**src/rtl/sha256_round_engine.sv**
```systemverilog
// SHA-256 compression rounds for a two-block job: 64 rounds per block, chaining via i_h_in.
// Latency: 130 edges from accepted start to FIN2 with no stalls. Backpressure: a round advances only on i_w_valid & o_w_ready.
// Optional build macro SHA_ABORT_EN adds i_abort, which returns any active job to IDLE.
module sha256_round_engine (
  input  logic         i_clk,
  input  logic         i_rst_n,
  input  logic         i_start,
`ifdef SHA_ABORT_EN
  input  logic         i_abort,
`endif
  input  logic         i_w_valid,
  input  logic [31:0]  i_w_data,
  output logic         o_w_ready,
  input  logic [255:0] i_h_in,
  output logic [1:0]   o_block,
  output logic [5:0]   o_round,
  output logic [255:0] o_work,
  output logic [31:0]  o_e,
  output logic         o_busy,
  output logic         o_done
);

  localparam logic [255:0] IV = {
    32'h6a09e667, 32'hbb67ae85, 32'h3c6ef372, 32'ha54ff53a,
    32'h510e527f, 32'h9b05688c, 32'h1f83d9ab, 32'h5be0cd19
  };

  typedef enum logic [2:0] {
    S_IDLE, S_RUN1, S_FIN1, S_INIT2, S_RUN2, S_FIN2
  } state_t;

  state_t       r_state;
  logic [1:0]   r_block;
  logic [5:0]   r_round;
  logic [255:0] r_work;
  logic         r_busy;
  logic         r_done;
  logic         r_w_ready;

  logic [31:0]  w_a, w_b, w_c, w_d, w_e, w_f, w_g, w_h;
  logic [31:0]  w_k, w_s0, w_s1, w_ch, w_maj, w_t1, w_t2;
  logic [255:0] w_next;

  assign {w_a, w_b, w_c, w_d, w_e, w_f, w_g, w_h} = r_work;

  assign w_s1  = {w_e[5:0], w_e[31:6]} ^ {w_e[10:0], w_e[31:11]} ^ {w_e[24:0], w_e[31:25]};
  assign w_ch  = (w_e & w_f) ^ (~w_e & w_g);
  assign w_s0  = {w_a[1:0], w_a[31:2]} ^ {w_a[12:0], w_a[31:13]} ^ {w_a[21:0], w_a[31:22]};
  assign w_maj = (w_a & w_b) ^ (w_a & w_c) ^ (w_b & w_c);
  assign w_t1  = w_h + w_s1 + w_ch + w_k + i_w_data;
  assign w_t2  = w_s0 + w_maj;
  assign w_next = {w_t1 + w_t2, w_a, w_b, w_c, w_d + w_t1, w_e, w_f, w_g};

  // Round constants K[t]
  always_comb begin
    w_k = 32'h0;
    case (r_round)
      6'd0:  w_k = 32'h428a2f98;  6'd1:  w_k = 32'h71374491;  6'd2:  w_k = 32'hb5c0fbcf;  6'd3:  w_k = 32'he9b5dba5;
      6'd4:  w_k = 32'h3956c25b;  6'd5:  w_k = 32'h59f111f1;  6'd6:  w_k = 32'h923f82a4;  6'd7:  w_k = 32'hab1c5ed5;
      6'd8:  w_k = 32'hd807aa98;  6'd9:  w_k = 32'h12835b01;  6'd10: w_k = 32'h243185be;  6'd11: w_k = 32'h550c7dc3;
      6'd12: w_k = 32'h72be5d74;  6'd13: w_k = 32'h80deb1fe;  6'd14: w_k = 32'h9bdc06a7;  6'd15: w_k = 32'hc19bf174;
      6'd16: w_k = 32'he49b69c1;  6'd17: w_k = 32'hefbe4786;  6'd18: w_k = 32'h0fc19dc6;  6'd19: w_k = 32'h240ca1cc;
      6'd20: w_k = 32'h2de92c6f;  6'd21: w_k = 32'h4a7484aa;  6'd22: w_k = 32'h5cb0a9dc;  6'd23: w_k = 32'h76f988da;
      6'd24: w_k = 32'h983e5152;  6'd25: w_k = 32'ha831c66d;  6'd26: w_k = 32'hb00327c8;  6'd27: w_k = 32'hbf597fc7;
      6'd28: w_k = 32'hc6e00bf3;  6'd29: w_k = 32'hd5a79147;  6'd30: w_k = 32'h06ca6351;  6'd31: w_k = 32'h14292967;
      6'd32: w_k = 32'h27b70a85;  6'd33: w_k = 32'h2e1b2138;  6'd34: w_k = 32'h4d2c6dfc;  6'd35: w_k = 32'h53380d13;
      6'd36: w_k = 32'h650a7354;  6'd37: w_k = 32'h766a0abb;  6'd38: w_k = 32'h81c2c92e;  6'd39: w_k = 32'h92722c85;
      6'd40: w_k = 32'ha2bfe8a1;  6'd41: w_k = 32'ha81a664b;  6'd42: w_k = 32'hc24b8b70;  6'd43: w_k = 32'hc76c51a3;
      6'd44: w_k = 32'hd192e819;  6'd45: w_k = 32'hd6990624;  6'd46: w_k = 32'hf40e3585;  6'd47: w_k = 32'h106aa070;
      6'd48: w_k = 32'h19a4c116;  6'd49: w_k = 32'h1e376c08;  6'd50: w_k = 32'h2748774c;  6'd51: w_k = 32'h34b0bcb5;
      6'd52: w_k = 32'h391c0cb3;  6'd53: w_k = 32'h4ed8aa4a;  6'd54: w_k = 32'h5b9cca4f;  6'd55: w_k = 32'h682e6ff3;
      6'd56: w_k = 32'h748f82ee;  6'd57: w_k = 32'h78a5636f;  6'd58: w_k = 32'h84c87814;  6'd59: w_k = 32'h8cc70208;
      6'd60: w_k = 32'h90befffa;  6'd61: w_k = 32'ha4506ceb;  6'd62: w_k = 32'hbef9a3f7;  6'd63: w_k = 32'hc67178f2;
      default: w_k = 32'h0;
    endcase
  end

  always_ff @(posedge i_clk) begin
    if (!i_rst_n) begin
      r_state   <= S_IDLE;
      r_block   <= 2'd0;
      r_round   <= 6'd0;
      r_work    <= '0;
      r_busy    <= 1'b0;
      r_done    <= 1'b0;
      r_w_ready <= 1'b0;
    end
`ifdef SHA_ABORT_EN
    else if (i_abort && (r_state != S_IDLE)) begin
      // Working variables are left as they were so the aborted state can be inspected.
      r_state   <= S_IDLE;
      r_block   <= 2'd0;
      r_busy    <= 1'b0;
      r_done    <= 1'b0;
      r_w_ready <= 1'b0;
    end
`endif
    else begin
      case (r_state)
        S_IDLE: begin
          if (i_start) begin
            r_work    <= IV;
            r_block   <= 2'd0;
            r_round   <= 6'd0;
            r_busy    <= 1'b1;
            r_w_ready <= 1'b1;
            r_state   <= S_RUN1;
          end
        end
        S_RUN1, S_RUN2: begin
          if (i_w_valid) begin
            r_work  <= w_next;
            r_round <= r_round + 6'd1;
            if (r_round == 6'd63) begin
              r_w_ready <= 1'b0;
              r_done    <= 1'b1;
              if (r_state == S_RUN1) begin
                r_block <= 2'd1;
                r_state <= S_FIN1;
              end else begin
                r_block <= 2'd2;
                r_busy  <= 1'b0;
                r_state <= S_FIN2;
              end
            end
          end
        end
        S_FIN1: begin
          r_done  <= 1'b0;
          r_state <= S_INIT2;
        end
        S_INIT2: begin
          r_work    <= i_h_in;
          r_round   <= 6'd0;
          r_w_ready <= 1'b1;
          r_state   <= S_RUN2;
        end
        S_FIN2: begin
          r_done  <= 1'b0;
          r_state <= S_IDLE;
        end
        default: r_state <= S_IDLE;
      endcase
    end
  end

  assign o_w_ready = r_w_ready;
  assign o_block   = r_block;
  assign o_round   = r_round;
  assign o_work    = r_work;
  assign o_e       = r_work[127:96];
  assign o_busy    = r_busy;
  assign o_done    = r_done;

endmodule

```
**config.mk**
```make
export PLATFORM = sky130hd
export DESIGN_NAME = sha256_round_engine
export DESIGN_NICKNAME = d
export VERILOG_FILES = /design/src/rtl/sha256_round_engine.sv
export SDC_FILE = /design/constraint.sdc
export NUM_CORES = 1
export LEC_CHECK = 0
export ABC_CLOCK_PERIOD_IN_PS = 10950
export BUFFER_PORTS_ARGS = -buffer_cell sky130_fd_sc_hd__buf_2
export CAP_MARGIN = 20
export CORE_MARGIN = 1.5
export CORE_UTILIZATION = 30
export DETAILED_ROUTE_END_ITERATION = 6
export HOLD_SLACK_MARGIN = 0.15
export PLACE_DENSITY_LB_ADDON = 0.12
export SYNTH_ARGS = -nofsm -noshare
export SYNTH_HDL_FRONTEND = slang
export SYNTH_SLANG_ARGS = --single-unit
```
**constraint.sdc**
```tcl
create_clock -name i_clk -period 10.95 [get_ports i_clk]
set_clock_uncertainty 0.2 [all_clocks]
set_input_delay 2.19 -clock i_clk [delete_from_list [all_inputs] [get_ports i_clk]]
set_output_delay 2.19 -clock i_clk [all_outputs]
set_load 0.03 [all_outputs]
```
==> results of run 1 <==
[through the flow]
stage                     hold WS (ns)  cells  area [um^2]
final                           0.2648   4635        30040
after CTS                       0.2694   4624        30010
after floorplan                 0.3835   3147        25140
after global routing            0.2871   4630        30030
after global placement          0.2614   4547        28540
after detailed placement        0.2601   4547        28540
[final cells by class]
type	instances	area, um^2
fillers	8755	52470
multi-input cells	2256	16710
inverters	274	1031
flip-flops and latches	302	6046
clock inverters	18	222.7
repair buffers	645	3418
well taps	1070	1339
diodes	11	27.53
clock buffers	59	1246
[how the worst min path moves through the flow]
stage,depth (start not counted),start,endpoint
2_1_floorplan,2,o_block[1]$_SDFFE_PN0P_,o_block[1]$_SDFFE_PN0P_
3_3_place_gp,2,o_block[1]$_SDFFE_PN0P_,o_block[1]$_SDFFE_PN0P_
3_5_place_dp,2,o_block[1]$_SDFFE_PN0P_,o_block[1]$_SDFFE_PN0P_
4_1_cts,2,o_block[1]$_SDFFE_PN0P_,o_block[1]$_SDFFE_PN0P_
5_1_grt,2,o_block[1]$_SDFFE_PN0P_,o_block[1]$_SDFFE_PN0P_
6_report,2,o_block[1]$_SDFFE_PN0P_,o_block[1]$_SDFFE_PN0P_
[kinds of logic after synthesis]
kind of cell / share of synthesized area
adders and majority gates: 0.1623
DFF: 0.2405
buffers and inverters: 0.09617
and+or+nand+nor: 0.1330
xor gates and xnor gates: 0.07591
AOI/OAI and AO/OA: 0.2769
muxes: 0.01523
[metal layers]
layer,vias to the layer above,global-route usage
met5,-,0
met4,8,0.08480
met3,187,0.04788
met2,1257,0.4782
met1,12840,0.3683
li1,12010,-
[cells in the mapped netlist (9+ instances only)]
library cell and count:
nor3_1 138, a21o_1 49, a221oi_1 237, buf_1 9, o21ai_0 258, or3_1 9
o211ai_1 31, mux2i_1 27, buf_2 30, nand2b_1 15, o21bai_1 16, a311oi_1 11
clkbuf_1 232, and3_1 20, nand2_1 128, a211oi_1 60, nand4_1 12, xor2_1 50
nor2_1 320, o21a_1 23, maj3_1 20, nand3_1 46, inv_1 269, ha_1 110
o31ai_1 15, a211o_1 9, xnor2_1 157, fa_1 125, mux2_2 10, buf_4 43
dfxtp_1 302, a31oi_1 36, a21oi_1 161
[flip-flops by register name, indices dropped and copies added (netlist names)]
| signal | flops |
|---|---|
| w_k | 32 |
| o_w_ready | 1 |
| o_work | 256 |
| o_block | 2 |
| o_busy | 1 |
| r_state | 3 |
| o_done | 1 |
| o_round | 6 |
[worst max-delay path, delay by kind of cell]
kind | cells | cell delay [ns]
AO/OA/AOI/OAI | 15 | 3.39
buffers and inverters | 6 | 0.34
AND/OR/NAND/NOR | 1 | 0.48
adder cells (fa/ha/maj) | 6 | 2.54
XOR/XNOR | 2 | 0.36
[layout by cell type, fill, tap and decap left out, types with 50 or more instances in the layout]
master and n:
a21oi_1 161, xor2_1 50, a211oi_1 60, nor2_1 318, nand2_1 128, ha_1 110
a221oi_1 237, dfxtp_1 302, inv_1 268, xnor2_1 157, fa_1 125, buf_2 589
o21ai_0 258, nor3_1 136, buf_4 52
==> results.txt, run 1 <==
- Run status: finished with violations
- Failing checks: DRC
* Number of H-tree levels: 2
* Max-slew violation count: 0
- EDFF count, synth: 0
- Cell variety after synth: 85
- Worst-path clk slew: 0.06 ns
- Routed wl met3: 9326 um
- Biggest fanout along the worst timing path: 6
- R2r setup slk: 2.87 ns
- Routability congestion estimate from global placement: 0.9568
- Number of buffers inserted for hold repair after clock tree synthesis: 0
* Capturing element of the worst setup path: o_work[255]$_SDFFE_PN0P_
* Width of the die: 292.5 um
- Vias: 26300
- Routed wirelength normalized by instance count: 27.08 um
- After detailed routing, no signal wire sits above met5.
* Residual antenna-violating net count after detailed routing: 0
* Top achievable clock speed: 110.3 MHz
* Number of DRC markers in iteration 0: 2497
- Clock latency of the later-clocked register in the worst-skew pair: 0.59 ns
- Count of buffers added by post-CTS timing repair for setup: 0
- Number of clock buffers inserted by TritonCTS: 42
- Number of synthesized register bits: 302
- The tree is rooted in a clkbuf_16.
* Number of warnings printed during yosys synthesis: 0
- From bottom edge to top edge, the die measures 292.5 um.
- The worst setup path is captured at a flop.
- The cell count after synthesis came out at 3147.
- Required time at the worst-slack endpoint: 11.18 ns
- The hold violation total from the final report came to 0.
- GRT Total Usage: 0.2832
- For this run, the post-layout net count is 4048.
- Number of antenna violations at the first check in global routing: 19
* Worst hold path class: reg -> reg
* Post-placement worst setup slack: 1.234 ns
* Critical-path top delay cell: o31ai_1
* CTS tree: yes
- Of the synthesized area, sequential elements account for 0.2405.
- Before antenna repair, the detailed router went through 7 iterations.
* Largest net degree at the start of global routing: 160
- Combined area of all synthesized cells: 25140 um^2
- Most common flop cell mapped by yosys: dfxtp_1
* Overflow left after global routing: 0
- Reg-to-Reg End: o_work[255]$_SDFFE_PN0P_
* Depth of the worst register-to-register path: 28
- In the finished design, the share of the clock period the worst path needs comes to 0.8283.
- Clock tree synthesis found a total of 302 sinks.
- Share of synthesized registers carrying an async set or reset: 0
* Post-layout min period: 9.070 ns
- The worst setup path is launched from an input pin.
- Unrepaired setup endpoints after global routing: no
* Worst slew pin tran: 1.038 ns
* Layout cell share with drive strength beyond 1: 0.2169
* Max-cap violations: 0
- The worst setup path is of the in -> reg kind.
- The via count of the first global-routing pass came to 25350.
* Leading area contributor after synthesis: dfxtp_1
- Final worst slack: 1.880 ns
* Worst Path Arrival: 9.30 ns
- Core Box Area: 82500 um^2
* Post-synthesis average cell area: 7.987 um^2
* Final setup violating endpoints: 0
- Counting along the longest clock path gives a buffer depth of 3.
- Area growth from synthesis to final layout: 19.51%
- Final routed wirelength across all metal layers: 125500 um
* Area share of the largest cell type after synthesis: 0.2405
* Reg-to-reg critical path startpoint: o_work[112]$_SDFFE_PN0P_
- Mapped Nets: 3674
- Longest individual stage delay on the worst path: 0.54 ns
- Die footprint: 85530 um^2
- Final Util: 0.3641
* Detail-routed via count per cell: 5.673
* Most frequent CP cell: inv_1
- For this design the top-level I/O count stands at 591.
- Input and output buffers added on the ports amount to 590.
- Launching instance or port of the critical path: i_w_data[2]
- The first global-routing pass estimated 180400 um of wire.
* Max-slew headroom: 0.3074
* Site Rows: 105
- Sum of net half-perimeters after detailed placement: 93200 um
* M1 wire length: 52600 um
- Residual DRC: 2
* Post-cts resize count: 0
- Wire segments on met2 add up to 59650 um in the final route.
- Summed over all failing endpoints, the final setup total negative slack is 0 ns.
- For this configuration, the core starts out at a cell density of 0.3047.
- Yosys attributes the largest share of cell area to dfxtp_1 24%, fa_1 10%, a221oi_1 8.3%.
Power of run 1 is not shown: default switching activity piles up to over one toggle a cycle in this logic, so the estimate is an artifact.
==> inputs of run 2 (changes only) <==
--- a/config.mk
+++ b/config.mk
@@ -5,7 +5,7 @@
 export SDC_FILE = /design/constraint.sdc
 export NUM_CORES = 1
 export LEC_CHECK = 0
-export ABC_CLOCK_PERIOD_IN_PS = 10950
+export ABC_CLOCK_PERIOD_IN_PS = 7500
 export BUFFER_PORTS_ARGS = -buffer_cell sky130_fd_sc_hd__buf_2
 export CAP_MARGIN = 20
 export CORE_MARGIN = 1.5
==> constraint.sdc (replaced) <==
create_clock -name i_clk -period 7.5 [get_ports i_clk]
set_clock_uncertainty 0.2 [all_clocks]
set_input_delay 1.5 -clock i_clk [delete_from_list [all_inputs] [get_ports i_clk]]
set_output_delay 1.5 -clock i_clk [all_outputs]
set_load 0.03 [all_outputs]
==> run 2 against run 1 <==
  * The flow still finishes with violations (DRC)
  * Cell count up 5.0%
  * Critical path depth down 1
  * Non-clock buffer count up 242
  * Utilization up 2.7 points
  * Setup slack worse by 1.7 ns
  * Critical endpoint is now o_work[254]$_SDFFE_PN0P_
==> results.txt, run 2 (synthesis gave the netlist of run 1 again) <==
- The flow ran to the end, but the final reports show violations.
* Worst slew pin tran: 1.131 ns (+0.09307 ns)
- Number of H-tree levels: 2 (unchanged)
* Longest individual stage delay on the worst path: 0.54 ns (about the same)
- In the finished design, the share of the clock period the worst path needs comes to 0.9800.
- Pre-antenna DRT Iters: 7 (unchanged)
* Post-layout min period: 7.350 ns
* Count of port buffers added during placement: 590 (unchanged)
- The final setup TNS was 0 ns (unchanged).
* Area growth from synthesis to final layout: 28.26%
* Global-route wire length before repair: 184100 um (+2.0%)
- Number of failing hold endpoints at the final stage: 0 (unchanged)
- The number of violations of the max-capacitance limit is 0 (unchanged).
- Worst hold path stage count: 2 (unchanged)
- Max-slew headroom: 0.2463 (-0.06110)
- The DRC violation count after routing came to 6 (+4).
* Worst hold path class: reg -> reg
* Vias in the first global route: 26100 (+3.0%)
- The standard cell core area is 82500 um^2 (unchanged).
- The height of the die is 292.5 um (unchanged).
- The number of max-slew violations in the final report was 0 (unchanged).
- The initial cell density of the core was 0.3047 (unchanged).
- Most used cells in the layout excluding fill and tap cells: 588 x buf_2, 317 x nor2_1, 302 x dfxtp_1
* Depth of the worst register-to-register path: 28 (unchanged)
- TritonCTS sink count: 302 (unchanged)
- Clock latency of the later-clocked register in the worst-skew pair: 0.59 ns (about the same)
* Number of buffers on the longest clock path: 3 (unchanged)
- In this run the clock root is driven by a clkbuf_16.
- Largest net degree at the start of global routing: 149 (-6.9%)
* Site Rows: 105 (unchanged)
- The final standard cell area without fillers was 32240 um^2 (+7.3%).
- Number of buffers inserted for hold repair after clock tree synthesis: 0 (unchanged)
- Placed inst area: 30540 um^2 (+7.0%)
- The worst setup slack before clock tree synthesis is -0.6442 ns (-1.878 ns).
* Unrepaired setup endpoints after global routing: yes
- Leaving out fill and tap cells, the most frequent cell in the layout is buf_2.
* Top achievable clock speed: 136.1 MHz
- Required time at the worst-slack endpoint: 7.76 ns (-3.42 ns)
- The worst setup path is captured at a flop.
* Number of flip-flops in the largest register: 256 (unchanged)
- Final worst slack: 0.1503 ns (-1.729 ns)
* Vias: 26970 (+2.6%)
- Detail-routed via count per cell: 5.540 (-2.3%)
- Nets: 4289 (+6.0%)
* Critical-path top delay cell: fa_1
- The worst setup path is launched from an input pin.
- The maximum fanout encountered on the critical timing path came to 6 (unchanged).
* Number of DRC markers in iteration 0: 2385 (-4.5%)
- The total wire length was 127900 um (+1.9%).
- The I/O pin total was 591 (unchanged).
- The final estimated routing congestion in global placement is 0.9661 (+0.97%).
- Number of clock buffers inserted by TritonCTS: 41 (-2.4%)
* Width of the die: 292.5 um (unchanged)
- The average wire length per cell after detail routing is 26.28 um (-2.9%).
- Residual antenna-violating net count after detailed routing: 0 (unchanged)
- Layout cell share with drive strength beyond 1: 0.2811 (+0.06414)
- The overflow left after global routing came to 0 (unchanged).
- Number of antenna violations at the first check in global routing: 25 (+6)
* Final setup violating endpoints: 0 (unchanged)
- GRT Total Usage: 0.2880 (+0.004765)
- Sum of net half-perimeters after detailed placement: 97580 um (+4.7%)
- Critical Setup Path Class: in -> reg
- The clock transition at the registers of the reported paths is 0.06 ns (about the same).
* Die footprint: 85530 um^2 (unchanged)
- Failing checks: DRC
- The data arrival time of the worst path is 7.61 ns (-1.69 ns).
- TritonCTS built the clock tree.
[run 2: cell count changes in the layout (fill, tap and decap cells not counted), moves of 4 or more]
cell,change
a211oi_1,-5
a211oi_2,+4
a21oi_1,-8
a21oi_2,+8
buf_4,+240
clkbuf_1,+4
clkbuf_8,-7
clkinv_4,-4
ha_1,-9
ha_4,+9
o21ai_0,-8
o21ai_2,+5
xnor2_1,-7
xnor2_2,+7
[run 2: critical path: cells and delay by family]
| family | cells | cell delay [ns] |
|---|---|---|
| adders and majority gates | 6 | 2.59 |
| and+or+nand+nor | 7 | 1.09 |
| buffers and inverters | 7 | 0.61 |
| AOI/OAI and AO/OA | 9 | 1.84 |
[run 2: area by class of cell]
cell class | instances | area [um^2]
Fill cell | 8697 | 50260
Multi-Input combinational cell | 2256 | 17150
Sequential cell | 302 | 6046
Timing Repair Buffer | 887 | 5258
Tap cell | 1070 | 1339
Clock buffer | 54 | 1115
Inverter | 274 | 1031
Clock inverter | 16 | 280.3
Antenna cell | 9 | 22.52
[run 2: per-stage QoR]
stage,hold WS (ns),util,cells
5_1_grt,0.3085,0.3907,4866
3_5_place_dp,0.2728,0.3702,4789
2_1_floorplan,0.3835,-,3147
3_3_place_gp,0.2540,0.3702,4789
6_report,0.2782,0.3908,4868
4_1_cts,0.2818,0.3877,4859
[run 2: final timing paths]
check,startpoint,end,slack [ns]
max,i_w_data[3],o_work[254]$_SDFFE_PN0P_,0.15
min,o_block[1]$_SDFFE_PN0P_,o_block[1]$_SDFFE_PN0P_,0.28
max reg2reg,o_work[124]$_SDFFE_PN0P_,o_work[254]$_SDFFE_PN0P_,0.70
min reg2reg,o_block[1]$_SDFFE_PN0P_,o_block[1]$_SDFFE_PN0P_,0.28
[run 2: per-layer routing]
layer,vias to the layer above,share of wire,track usage,wire length (um)
met5,-,0.00096,0,123
met4,20,0.032,0.08404,4043
met3,230,0.060,0.04097,7643
met2,1090,0.48,0.4881,61350
met1,13150,0.43,0.3786,54770
li1,12480,-,-,-
[run 2: repair_timing]
action,4_1_cts,5_1_grt
resized for setup,8,51
pin swaps,2,31
setup endpoints to repair,2,16
setup buffers,0,1
Power of run 2 is left out for the same reason.
